## config.mk

```make
export PLATFORM = sky130hd
export DESIGN_NAME = mem_port_arbiter
export DESIGN_NICKNAME = d
export VERILOG_FILES = /design/src/rtl/mem_arb_pkg.sv /design/src/rtl/align_check.sv /design/src/rtl/mem_port_arbiter.sv
export SDC_FILE = /design/constraint.sdc
export NUM_CORES = 1
export LEC_CHECK = 0
export ABC_AREA = 0
export BUFFER_PORTS_ARGS = -buffer_cell sky130_fd_sc_hd__clkbuf_2
export CORE_AREA = 2 2 107 109
export CTS_CLUSTER_DIAMETER = 30
export DETAILED_ROUTE_END_ITERATION = 7
export DIE_AREA = 0 0 109 111
export PLACE_DENSITY_LB_ADDON = 0.3
export SYNTH_ARGS = -nofsm -noshare
export SYNTH_HDL_FRONTEND = slang
export SYNTH_SLANG_ARGS = --single-unit
```

## constraint.sdc

```tcl
create_clock -name clk -period 3.15 [get_ports clk]
set_clock_uncertainty 0.1 [all_clocks]
set_input_delay 0.4725 -clock clk [delete_from_list [all_inputs] [get_ports clk]]
set_output_delay 0.4725 -clock clk [all_outputs]
set_load 0.02 [all_outputs]
```

## src/rtl/mem_arb_pkg.sv

```systemverilog
// rtl/mem_arb_pkg.sv - shared types, RV32I width codes and alignment rule for the memory port arbiter
package mem_arb_pkg;

  typedef enum logic {ST_IDLE, ST_BUSY} state_e;
  typedef enum logic {OWN_FETCH, OWN_DATA} owner_e;

  localparam logic [2:0] F3_B  = 3'b000;
  localparam logic [2:0] F3_H  = 3'b001;
  localparam logic [2:0] F3_W  = 3'b010;
  localparam logic [2:0] F3_BU = 3'b100;
  localparam logic [2:0] F3_HU = 3'b101;

  function automatic logic is_misaligned(input logic [2:0] funct3, input logic [1:0] addr_lo);
    logic mis;
    case (funct3)
      F3_H, F3_HU: mis = addr_lo[0];
      F3_W:        mis = (addr_lo != 2'b00);
      default:     mis = 1'b0;
    endcase
    return mis;
  endfunction

endpackage

```

## src/rtl/align_check.sv

```systemverilog
// rtl/align_check.sv - combinational misalignment detector for one requester
module align_check
  import mem_arb_pkg::*;
(
  input  logic [2:0] funct3,
  input  logic [1:0] addr_lo,
  output logic       misaligned
);

  assign misaligned = is_misaligned(funct3, addr_lo);

endmodule

```

## src/rtl/mem_port_arbiter.sv

```systemverilog
// rtl/mem_port_arbiter.sv - fetch/load-store arbiter in front of one single-port unified memory
module mem_port_arbiter
  import mem_arb_pkg::*;
#(
  parameter int MEM_LAT    = 1,
  parameter int STARVE_MAX = 4
) (
  input  logic        clk,
  input  logic        rst_n,
  input  logic        if_req,
  input  logic [31:0] if_addr,
  output logic        if_gnt,
  output logic        if_rvalid,
  output logic [31:0] if_rdata,
  output logic        if_err,
  input  logic        d_req,
  input  logic        d_we,
  input  logic [2:0]  d_funct3,
  input  logic [31:0] d_addr,
  input  logic [31:0] d_wdata,
  output logic        d_gnt,
  output logic        d_rvalid,
  output logic [31:0] d_rdata,
  output logic        d_err,
  output logic        m_en,
  output logic        m_we,
  output logic [2:0]  m_funct3,
  output logic [31:0] m_addr,
  output logic [31:0] m_wdata,
  input  logic [31:0] m_rdata
);

  localparam logic [2:0] LAT  = 3'(MEM_LAT);
  localparam logic [3:0] SMAX = 4'(STARVE_MAX);

  state_e     state_q, state_d;
  owner_e     owner_q, owner_d;
  logic [2:0] cnt_q, cnt_d;
  logic [3:0] starve_q, starve_d;
  logic       err_q, err_d;
  logic       we_q, we_d;

  logic if_mis, d_mis;
  logic arb_ok, resp, grant_f, grant_d;

  align_check u_if_align (
    .funct3     (F3_W),
    .addr_lo    (if_addr[1:0]),
    .misaligned (if_mis)
  );

  align_check u_d_align (
    .funct3     (d_funct3),
    .addr_lo    (d_addr[1:0]),
    .misaligned (d_mis)
  );

  always_ff @(posedge clk) begin
    if (!rst_n) begin
      state_q  <= ST_IDLE;
      cnt_q    <= 3'd0;
      starve_q <= 4'd0;
      owner_q  <= OWN_FETCH;
      err_q    <= 1'b0;
      we_q     <= 1'b0;
    end else begin
      state_q  <= state_d;
      cnt_q    <= cnt_d;
      starve_q <= starve_d;
      owner_q  <= owner_d;
      err_q    <= err_d;
      we_q     <= we_d;
    end
  end

  // The last BUSY cycle doubles as an arbitration slot so grants can run back to back.
  always_comb begin
    arb_ok   = (state_q == ST_IDLE) || (cnt_q == LAT);
    resp     = (state_q == ST_BUSY) && (cnt_q == LAT);
    grant_d  = arb_ok && d_req && (!if_req || (starve_q != SMAX));
    grant_f  = arb_ok && if_req && !grant_d;
    state_d  = state_q;
    cnt_d    = cnt_q;
    starve_d = starve_q;
    owner_d  = owner_q;
    err_d    = err_q;
    we_d     = we_q;
    if (grant_f || grant_d) begin
      state_d = ST_BUSY;
      cnt_d   = 3'd1;
      owner_d = grant_d ? OWN_DATA : OWN_FETCH;
      err_d   = grant_d ? d_mis : if_mis;
      we_d    = grant_d && d_we;
    end else if (resp) begin
      state_d = ST_IDLE;
      cnt_d   = 3'd0;
    end else if (state_q == ST_BUSY) begin
      cnt_d = cnt_q + 3'd1;
    end
    if (grant_f) begin
      starve_d = 4'd0;
    end else if (grant_d) begin
      if (!if_req)               starve_d = 4'd0;
      else if (starve_q != SMAX) starve_d = starve_q + 4'd1;
    end
  end

  always_comb begin
    if_gnt    = 1'b0;
    d_gnt     = 1'b0;
    if_rvalid = 1'b0;
    d_rvalid  = 1'b0;
    if_err    = 1'b0;
    d_err     = 1'b0;
    if_rdata  = 32'd0;
    d_rdata   = 32'd0;
    m_en      = 1'b0;
    m_we      = 1'b0;
    m_funct3  = 3'd0;
    m_addr    = 32'd0;
    m_wdata   = 32'd0;
    if (rst_n) begin
      if_gnt    = grant_f;
      d_gnt     = grant_d;
      if_rvalid = resp && (owner_q == OWN_FETCH);
      d_rvalid  = resp && (owner_q == OWN_DATA);
      if_err    = if_rvalid && err_q;
      d_err     = d_rvalid && err_q;
      if_rdata  = (if_rvalid && !err_q) ? m_rdata : 32'd0;
      d_rdata   = (d_rvalid && !err_q && !we_q) ? m_rdata : 32'd0;
      // Misaligned winners still occupy the slot but never touch the memory.
      if (grant_f && !if_mis) begin
        m_en     = 1'b1;
        m_funct3 = F3_W;
        m_addr   = if_addr;
      end else if (grant_d && !d_mis) begin
        m_en     = 1'b1;
        m_we     = d_we;
        m_funct3 = d_funct3;
        m_addr   = d_addr;
        m_wdata  = d_wdata;
      end
    end
  end

endmodule

```

==> impl_results.md, run 1 <==
- Post-synthesis mux area share: 0%
- Detail Placement HPWL: 7.48 mm
- Most frequent cells in the layout: clkbuf_2 (274), nor2_1 (73), and2_1 (38)
- Core box area: 11100 µm²
- Syn_area_per_cell: 6.45 µm²
- Largest net degree at the start of global routing: 68
- Post-CTS Repair Setup Buffers: 0
- Main combinational cell family by area after synthesis: simple AND/OR/NAND/NOR gates
- Synth Area in Adders: 2.84%
- Worst Max-Slew Pin Slew: 647 ps
- First-pass GRT wire length: 12.1 mm
- Final wirelength: 8.73 mm
- # H-tree levels: 1
- Synth Cell Area: 1760 µm²
- Crit path DAT: 2360 ps
- TNS Setup: 0 ps
- VDD IR-drop max: 132 µV
- # diodes: 0
- Die width: 109 µm
- # DRC: 0
- Filler Cell Count: 1235
- Crit path max fanout: 32
- Ports: 275
- IO buf count: 274
- Synth Register Bits: 11
- Layout Cells excl Fill: 675
- DR vias/cell: 4.31
- Post-DRT Antenna Nets: 0
- DR pass1 iterations: 5
- CP Capture Type: output pin
- Commonest non-fill, non-tap cell in the layout: clkbuf_2
- Pleak: 1.91 nW
- TritonCTS buffer count: 3
- Die footprint: 12100 µm²
- Mapped Cells: 273
- Vias post-DR: 2908
- Synth warnings: 0
- Period minus WS final: 2930 ps
- # clock sinks: 11
- Netlist cell types: 43
- Worst skew pair latency: 240 ps
- Area fraction in compound gates after synthesis: 24.2%
- R2r setup slk: 1200 ps
- # rows: 39
- Syn nets: 413
- Slew headroom: 56.8%
- Worst endpoint required time: 2580 ps
- HP Class: reg2reg
- Initial antenna violation count: 0
- Inst Count DP: 671
- GR Overflow Total: 0
- CTS Root Cell: clkbuf_16
- Starting Density: 15.9%
- DIE HEIGHT: 111 µm
- WS Path Type: reg2out
- Hold Fails Final Rpt: 0
- Final setup viols: 0
- Max Buffers Root-to-Sink: 2
- Fin nets: 673
- Layout cell share with drive strength beyond 1: 55.1%
- Clock transition at path regs: 40 ps
- Final GP Congestion: 0.809
- Max-slew violation count: 0
- Critical Path Source Type: flip-flop
- Status: complete, no violations
- Fmax: 0.341 GHz
- Sequential area share after synthesis: 12.5%
- Hold buffer count at CTS: 0
- Routed wire length per instance: 12.9 µm
- Max-cap check violation count: 0
- Synth Area in XOR/XNOR: 0.498%
- Register area: 220 µm²
- Area growth syn-to-layout: 85.7%
- GRT Total Usage: 12.7%
- Multi-input logic area: 1330 µm²
- PD cells: 233 nW/µm²
- CTS resizes: 0
- Synth Area in Simple Gates: 48.0%
- Vias in the first global route: 2579
- RSZ-0062 raised after global routing: false
- Period Utilization, post-route: 93.1%
- Drt initial violations: 87
- CTS tree: done
flip-flops by register name, summed over array words and instances, names as in the netlist:
| name | cells |
|---|---|
| err_q | 1 |
| starve_q | 4 |
| cnt_q | 3 |
| state_q | 1 |
| we_q | 1 |
| owner_q | 1 |
cell usage after synthesis:
cell type	n	area, µm²
a211oi_4	1	20.0
a21boi_0	2	15.0
a21o_1	1	7.51
a21oi_1	4	20.0
a221oi_1	2	17.5
a22o_1	30	263
a22oi_1	2	15.0
a2bb2oi_1	1	8.76
a31oi_1	1	6.26
a32oi_1	1	8.76
and2_1	38	238
and3_1	3	18.8
and3b_1	1	8.76
and4b_4	1	13.8
buf_2	7	35.0
buf_6	11	124
clkbuf_1	8	30.0
dfxtp_1	11	220
ha_1	4	50.1
inv_1	5	18.8
inv_2	1	3.75
nand2_1	36	135
nand2b_1	1	6.26
nand2b_4	1	13.8
nand3_1	2	10.0
nand3b_1	1	7.51
nand4_1	1	6.26
nand4b_1	1	8.76
nor2_1	73	274
nor2b_1	3	18.8
nor3_1	3	15.0
nor3b_1	1	7.51
nor4bb_1	2	20.0
o211ai_1	1	7.51
o21a_1	2	15.0
o21ai_0	3	15.0
o22ai_1	1	6.26
or2_2	1	6.26
or3_1	1	6.26
or3_4	1	11.3
or3b_1	1	8.76
or4b_2	1	10.0
xnor2_1	1	8.76
worst max-delay path, cell delays in order (launching register included):
cell and delay, ps:
dfxtp_1 520, nand3b_1 180, or4b_2 1000, nor2_1 210, clkbuf_2 200
report_power, final:
group	internal, W	total, W	switching [W]
clock	0.000170	0.000232	0.0000624
sequential	0.000148	0.000158	0.0000103
combinational	0.000159	0.000373	0.000214
final cells by class:
class,instances,area share (%)
inverters,6,0.689
flip-flops and latches,11,6.74
multi-input cells,230,40.8
clock buffers,4,2.41
repair buffers,281,43.9
well taps,143,5.47
per-layer routing:
layer	share of wire, %	up-vias	GRT usage (%)
li1	-	1432	-
met1	36	1281	12.6
met2	54	189	26.1
met3	9.6	6	1.82
met4	1.3	0	3.42
met5	0	-	0
cells by family (layout without fill, tap and decap cells):
family,Yosys count,after routing
AND/OR/NAND/NOR,173,173
AO/OA/AOI/OAI,52,52
buffers and inverters,32,291
flip-flops,11,11
adder cells (fa/ha/maj),4,4
XOR/XNOR,1,1
path summary, 6_finish.rpt:
path                       to         from  cells after the start
setup / recovery   d_rdata[5]      state_q                      4
hold / removal    starve_q[3]  starve_q[3]                      2
setup reg to reg  starve_q[2]     cnt_q[1]                      6
hold reg to reg   starve_q[3]  starve_q[3]                      2
through the flow:
| stage | utilization (%) | setup WS (ps) | cell area [µm²] | hold WS (ps) | total power (W) |
|---|---|---|---|---|---|
| 2_1_floorplan | - | 677 | 1760 | 362 | 0.000374 |
| 3_3_place_gp | 28.8 | 442 | 3190 | 385 | 0.000531 |
| 3_5_place_dp | 28.8 | 420 | 3190 | 405 | 0.000534 |
| 4_1_cts | 29.5 | 157 | 3270 | 416 | 0.000770 |
| 5_1_grt | 29.5 | 75.5 | 3270 | 457 | 0.000808 |
| 6_report | 29.5 | 219 | 3270 | 421 | 0.000763 |
No activity file was read; power rests on OpenSTA's default activity.
==> run 2, diff against run 1 <==
--- a/config.mk
+++ b/config.mk
@@ -5,12 +5,12 @@
 export SDC_FILE = /design/constraint.sdc
 export NUM_CORES = 1
 export LEC_CHECK = 0
-export ABC_AREA = 0
+export ABC_AREA = 1
 export BUFFER_PORTS_ARGS = -buffer_cell sky130_fd_sc_hd__clkbuf_2
-export CORE_AREA = 2 2 107 109
+export CORE_AREA = 2 2 108 110
 export CTS_CLUSTER_DIAMETER = 30
 export DETAILED_ROUTE_END_ITERATION = 7
-export DIE_AREA = 0 0 109 111
+export DIE_AREA = 0 0 110 112
 export PLACE_DENSITY_LB_ADDON = 0.3
 export SYNTH_ARGS = -nofsm -noshare
 export SYNTH_HDL_FRONTEND = slang
==> constraint.sdc (replaced) <==
create_clock -name clk -period 3.15 [get_ports clk]
set_clock_uncertainty 0.1 [all_clocks]
set_input_delay 0.4725 -clock clk [delete_from_list [all_inputs] [get_ports clk]]
set_output_delay 0.4725 -clock clk [all_outputs]
set_load 0.05 [all_outputs]
==> run 2 against run 1 <==
Effect of this change:
- critical path depth rose by 7
- power rose by 31%
- critical path type unchanged
- cell count rose by 18%
- routed wire length rose by 21%
- core utilization rose by 8.4 points
- synthesized cell count rose by 50%
==> impl_results.md, run 2 <==
- Status: complete, no violations (unchanged)
- RSZ-0062 raised after global routing: false (unchanged)
- Sequential area share after synthesis: 9.10% (was 12.5%)
- IO buf count: 274 (unchanged)
- Routed wire length per instance: 13.3 µm (was 12.9 µm)
- Syn_area_per_cell: 5.92 µm² (was 6.45 µm²)
- Die footprint: 12300 µm² (was 12100 µm²)
- Worst Max-Slew Pin Slew: 686 ps (was 647 ps)
- Number of synthesized flops with an enable pin: 0 (unchanged)
- Vias in the first global route: 3337 (was 2579)
- Die width: 110 µm (was 109 µm)
- Worst skew pair latency: 240 ps (about the same)
- Final GP Congestion: 0.841 (was 0.809)
- Fin util: 37.9% (was 29.5%)
- Syn nets: 549 (was 413)
- Ys async rst share: 0% (unchanged)
- Hold Fails Final Rpt: 0 (unchanged)
- Cell accounting for the most synthesized area: nor3_2 (was nor2_1)
- Worst endpoint required time: 2580 ps (about the same)
- # H-tree levels: 1 (unchanged)
- Starting Density: 21.7% (was 15.9%)
- Final wirelength: 10.6 mm (was 8.73 mm)
- Period Utilization, post-route: 93.6% (was 93.1%)
- Max-cap check violation count: 0 (unchanged)
- Main synth FF type: dfxtp_1 (unchanged)
- Post-DRT Antenna Nets: 0 (unchanged)
- Critical Path Source Type: flip-flop (unchanged)
- DR pass1 iterations: 4 (was 5)
- Filler Cell Count: 1188 (was 1235)
- GRT Total Usage: 16.1% (was 12.7%)
- First-pass GRT wire length: 15.9 mm (was 12.1 mm)
- Pleak: 2.25 nW (was 1.91 nW)
- # rows: 39 (unchanged)
- # clock sinks: 11 (unchanged)
- Fmax: 0.339 GHz (was 0.341 GHz)
- Detail Placement HPWL: 8.72 mm (was 7.48 mm)
- Largest register FFs: 4 (unchanged)
- TNS Setup: 0 ps (unchanged)
- PD cells: 236 nW/µm² (was 233 nW/µm²)
- Period minus WS final: 2950 ps (was 2930 ps)
- Synth warnings: 0 (unchanged)
- HP Class: reg2reg (unchanged)
- TritonCTS buffer count: 3 (unchanged)
- WS Path Type: reg2out (unchanged)
- Crit path DAT: 2380 ps (was 2360 ps)
- Synth Cell Area: 2420 µm² (was 1760 µm²)
- Crit path max fanout: 31 (was 32)
- CTS Root Cell: clkbuf_16 (unchanged)
- Synth Register Bits: 11 (unchanged)
- Largest Register: starve_q (unchanged)
- Post-CTS Repair Setup Buffers: 0 (unchanged)
- # DRC: 0 (unchanged)
- Drt initial violations: 235 (was 87)
- Fin area: 4240 µm² (was 3270 µm²)
- CTS tree: done (unchanged)
- Mapped Cells: 409 (was 273)
- GR Overflow Total: 0 (unchanged)
- Area after DPL: 4160 µm² (was 3190 µm²)
- Initial antenna violation count: 0 (unchanged)
- Clock transition at path regs: 40 ps (about the same)
- DR vias/cell: 4.63 (was 4.31)
- CP Capture Type: output pin (unchanged)
- Ports: 275 (unchanged)
- CTS resizes: 0 (unchanged)
- Most frequent cells in the layout: clkbuf_2 (254), nand2_1 (61), nor3_2 (60) (was clkbuf_2 (274), nor2_1 (73), and2_1 (38))
- Area growth syn-to-layout: 75.1% (was 85.7%)
- Layout cell share with drive strength beyond 1: 54.7% (was 55.1%)
- VDD IR-drop max: 140 µV (was 132 µV)
- Biggest regs: starve_q x4, cnt_q x3 (unchanged)
- Most common cell in the netlist: nand2_1 (was nor2_1)
- Netlist cell types: 23 (was 43)
- DIE HEIGHT: 112 µm (was 111 µm)
- Synth area leaders: nor3_2 (25%), nand2_1 (9.6%), dfxtp_1 (9.1%), inv_1 (8.2%), a21oi_1 (8.1%) (was nor2_1 (16%), a22o_1 (15%), and2_1 (14%), dfxtp_1 (13%), nand2_1 (7.7%))
- Core box area: 11200 µm² (was 11100 µm²)
- Vias post-DR: 3696 (was 2908)
- Yosys top cell area share: 24.8% (was 15.6%)
- Final setup viols: 0 (unchanged)
- Slew headroom: 54.3% (was 56.8%)
- Largest net degree at the start of global routing: 51 (was 68)
- Max-slew violation count: 0 (unchanged)
- Fin nets: 797 (was 673)
- # diodes: 0 (unchanged)
- Commonest non-fill, non-tap cell in the layout: clkbuf_2 (unchanged)
- Top post-synthesis cells by count: nand2_1 (62), nor3_2 (60), inv_1 (53) (was nor2_1 (73), and2_1 (38), nand2_1 (36))
- Hold buffer count at CTS: 0 (unchanged)
- Max Buffers Root-to-Sink: 2 (unchanged)
-- run 2: changes by cell type after synthesis, moves of 4 or more --
cell      previous run  this run
a21oi_1              4        39
a22o_1              30         0
and2_1              38         0
buf_2                7        22
buf_6               11         4
clkbuf_1             8        12
inv_1                5        53
nand2_1             36        62
nand3_1              2        39
nand4_1              1        31
nor2_1              73        45
nor3_1               3         9
nor3_2               0        60
-- run 2: final cells by class --
type | instances | area [µm²] | share of cell area, %
clock buffer | 4 | 78.8 | 1.86
inverter | 54 | 205 | 4.84
sequential | 11 | 220 | 5.19
multi-input combinational | 303 | 1790 | 42.1
timing repair buffer | 284 | 1770 | 41.8
tap | 143 | 179 | 4.22
-- run 2: critical path: stages (launching register included) --
cell and delay, ps:
dfxtp_1 380, inv_1 80, ha_1 190, nand2_1 50, inv_1 40, nand2_1 80
inv_1 50, nor2_2 260, buf_4 380, nand3_1 110, a21oi_1 190, clkbuf_2 300
-- run 2: cell families after synthesis --
logic type	Yosys count	synth area share, %
xor gates and xnor gates	1	0.362
AOI/OAI and AO/OA	45	9.46
DFF	11	9.10
and+or+nand+nor	253	61.4
adders and majority gates	4	2.07
buffers and inverters	95	17.6
-- run 2: worst paths after layout --
path	start	end	slack, ps	cells past startpoint
setup / recovery	starve_q[0]	m_addr[9]	200	11
hold / removal	cnt_q[2]	cnt_q[2]	380	2
setup reg to reg	cnt_q[0]	starve_q[2]	1350	9
hold reg to reg	cnt_q[2]	cnt_q[2]	380	2
-- run 2: layer usage --
| layer | vias up | wire length [µm] | track usage, % |
|---|---|---|---|
| li1 | 1854 | - | - |
| met1 | 1644 | 4070 | 18.3 |
| met2 | 185 | 5290 | 29.9 |
| met3 | 13 | 1040 | 3.16 |
| met4 | 0 | 182 | 3.97 |
| met5 | - | 0 | 0 |
-- run 2: power breakdown --
part           switching [W]  leakage (nW)  internal [W]  total, W
registers         0.00000879        0.0901      0.000148  0.000157
logic               0.000423          2.12      0.000187  0.000609
clock network      0.0000631        0.0382      0.000170  0.000233
-- run 2: per-stage QoR --
| stage | setup WS [ps] | hold slack, ps | total power [W] | std cells |
|---|---|---|---|---|
| after floorplan | 229 | 353 | 0.000560 | 409 |
| after global placement | 523 | 365 | 0.000765 | 795 |
| after detailed placement | 478 | 371 | 0.000772 | 795 |
| after CTS | 217 | 378 | 0.00101 | 799 |
| after global routing | 2.85 | 402 | 0.00107 | 799 |
| final | 201 | 377 | 0.000999 | 799 |
==> run 3, diff against run 2 <==
--- a/config.mk
+++ b/config.mk
@@ -5,13 +5,13 @@
 export SDC_FILE = /design/constraint.sdc
 export NUM_CORES = 1
 export LEC_CHECK = 0
-export ABC_AREA = 1
 export BUFFER_PORTS_ARGS = -buffer_cell sky130_fd_sc_hd__clkbuf_2
-export CORE_AREA = 2 2 108 110
+export CORE_AREA = 2 2 106 108
 export CTS_CLUSTER_DIAMETER = 30
 export DETAILED_ROUTE_END_ITERATION = 7
-export DIE_AREA = 0 0 110 112
+export DIE_AREA = 0 0 108 110
 export PLACE_DENSITY_LB_ADDON = 0.3
 export SYNTH_ARGS = -nofsm -noshare
 export SYNTH_HDL_FRONTEND = slang
 export SYNTH_SLANG_ARGS = --single-unit
+export TNS_END_PERCENT = 100
==> run 3 against run 2 <==
Effect of this change:
- design area down 18%
- routed wire length down 16%
- first-iteration DRC count down 15%
- cell count down 16%
- setup slack better by 25 ps
- combinational power down 13%
- critical endpoint is now m_wdata[8]
- highest routed layer unchanged
==> impl_results.md, run 3 (same netlist as run 1, synthesis figures left out) <==
- Worst endpoint required time: 2580 ps (about the same)
- Hold depth: 2 (unchanged)
- # rows: 38 (was 39)
- R2r setup slk: 1200 ps (was 1350 ps)
- Status: complete, no violations (unchanged)
- Slowest CP cell: dfxtp_1 (unchanged)
- Max-cap check violation count: 0 (unchanged)
- PD cells: 238 nW/µm² (was 236 nW/µm²)
- Layout cell share with drive strength beyond 1: 55.0% (was 54.7%)
- Vias in the first global route: 2532 (was 3337)
- Fmax: 0.342 GHz (was 0.339 GHz)
- Largest register FFs: 4 (unchanged)
- Detail Placement HPWL: 7.50 mm (was 8.72 mm)
- Largest Register: starve_q (unchanged)
- Crit path DAT: 2350 ps (was 2380 ps)
- Initial antenna violation count: 0 (unchanged)
- RSZ-0062 raised after global routing: false (unchanged)
- Multi-input logic area: 1340 µm² (was 1790 µm²)
- Worst r2r src: cnt_q[1] (was cnt_q[0])
- Area growth syn-to-layout: 97.4% (was 75.1%)
- Fin nets: 672 (was 797)
- Slew headroom: 67.0% (was 54.3%)
- GRT Total Usage: 13.4% (was 16.1%)
- Biggest regs: starve_q x4, cnt_q x3 (unchanged)
- CTS Root Cell: clkbuf_8 (was clkbuf_16)
- Routed wire length per instance: 13.2 µm (was 13.3 µm)
- Die footprint: 11900 µm² (was 12300 µm²)
- RR Endpoint: starve_q[2] (unchanged)
- Critical Path Source Type: flip-flop (unchanged)
- Die width: 108 µm (was 110 µm)
- # H-tree levels: 1 (unchanged)
- # DRC: 0 (unchanged)
- Hold Fails Final Rpt: 0 (unchanged)
- Final setup viols: 0 (unchanged)
- Final GP Congestion: 0.882 (was 0.841)
- DR vias/cell: 4.32 (was 4.63)
- CP delay by family, top: simple AND/OR/NAND/NOR gates (was buffers and inverters)
- CP Capture Type: output pin (unchanged)
- Largest net degree at the start of global routing: 43 (was 51)
- Worst Reg-to-Reg Cells: 6 (was 9)
- Hold Crit Endpoint: starve_q[3] (was cnt_q[2])
- Drt initial violations: 199 (was 235)
- GR Overflow Total: 0 (unchanged)
- Pleak: 1.95 nW (was 2.25 nW)
- Register area: 220 µm² (unchanged)
- Commonest non-fill, non-tap cell in the layout: clkbuf_2 (unchanged)
- Vias post-DR: 2902 (was 3696)
- Ports: 275 (unchanged)
- Final wirelength: 8.85 mm (was 10.6 mm)
- Max-slew violation count: 0 (unchanged)
- DR pass1 iterations: 4 (unchanged)
- TNS Setup: 0 ps (unchanged)
- Filler Cell Count: 1158 (was 1188)
- Hold buffer count at CTS: 0 (unchanged)
- # clock sinks: 11 (unchanged)
- Core box area: 10700 µm² (was 11200 µm²)
- Most frequent cells in the layout: clkbuf_2 (258), nor2_1 (73), and2_1 (38) (was clkbuf_2 (254), nand2_1 (61), nor3_2 (60))
- Crit path max fanout: 42 (was 31)
- Max Buffers Root-to-Sink: 2 (unchanged)
- First-pass GRT wire length: 12.6 mm (was 15.9 mm)
- # diodes: 0 (unchanged)
- Fin area: 3480 µm² (was 4240 µm²)
- Hold path startpoint: starve_q[3] (was cnt_q[2])
- CTS tree: done (unchanged)
- Buf/Inv on CP: 3 (was 5)
- HP Class: reg2reg (unchanged)
- Total power: 0.000827 W (was 0.000999 W)
- Cell chain of the critical path: inv_1 > ha_1 > and4b_4 > a211oi_4 > and3_2 > buf_6 > and2_1 > clkbuf_2 (was inv_1 > ha_1 > nand2_1 > inv_1 > nand2_1 > inv_1 > nor2_2 > buf_4 > nand3_1 > a21oi_1 > clkbuf_2)
- Post-DRT Antenna Nets: 0 (unchanged)
- VDD IR-drop max: 124 µV (was 140 µV)
- Starting Density: 16.5% (was 21.7%)
- Period Utilization, post-route: 92.8% (was 93.6%)
- DIE HEIGHT: 110 µm (was 112 µm)
- TritonCTS buffer count: 3 (unchanged)
- WS Path Type: reg2out (unchanged)
- IO buf count: 274 (unchanged)
- Worst skew pair latency: 240 ps (about the same)
- Max incr delay on CP: 390 ps (was 380 ps)
- Area after DPL: 3420 µm² (was 4160 µm²)
- Worst Max-Slew Pin Slew: 494 ps (was 686 ps)
- Period minus WS final: 2920 ps (was 2950 ps)
- Clock transition at path regs: 50 ps (was 40 ps)
## run 3: worst max-delay path by stage
stage	cells after the start	startpoint	slack [ps]	endpoint
2_1_floorplan	5	cnt_q[0]	410	d_rdata[10]
3_3_place_gp	4	state_q	290	d_rdata[4]
3_5_place_dp	7	if_req	300	m_addr[19]
4_1_cts	7	cnt_q[0]	30	m_addr[19]
5_1_grt	7	cnt_q[0]	70	m_addr[6]
6_report	8	starve_q[0]	230	m_wdata[8]
## run 3: cell type report
cell class                 instances  share of cell area (%)
timing repair buffer             280                    48.1
inverter                           6                   0.648
tap                              140                    5.04
clock buffer                       4                    1.30
multi-input combinational        230                    38.6
sequential                        11                    6.34
## run 3: routing by layer
layer,vias up,wire length [µm],GRT usage (%)
li1,1430,-,-
met1,1288,3330,15.1
met4,0,7,0.641
met3,2,849,2.82
met5,-,0,0
met2,182,4660,26.9
## run 3: power breakdown
group | switching (W) | internal (W) | leakage [nW]
combinational | 0.000340 | 0.000186 | 1.84
clock | 0.0000534 | 0.0000889 | 0.0228
sequential | 0.0000105 | 0.000147 | 0.0902
## run 3: tightest hold or removal path, delay by kind of cell, from the launching register on
family | cells | cell delay (ps)
AO/OA/AOI/OAI | 2 | 130
flip-flops | 1 | 320
## run 3: metrics by stage
stage          instances  hold slack (ps)  setup WS (ps)  utilization (%)
4_1_cts              671              405           26.8             32.4
3_5_place_dp         667              399            297             31.9
3_3_place_gp         667              381            295             31.9
6_report             671              405            227             32.5
5_1_grt              671              450           65.4             32.5
2_1_floorplan        273              362            409                -
## run 3: repair_timing
action | in CTS | in global routing
resized for setup | 0 | 3
buffers inserted | 0 | 0
endpoints found under the setup margin | 0 | 56
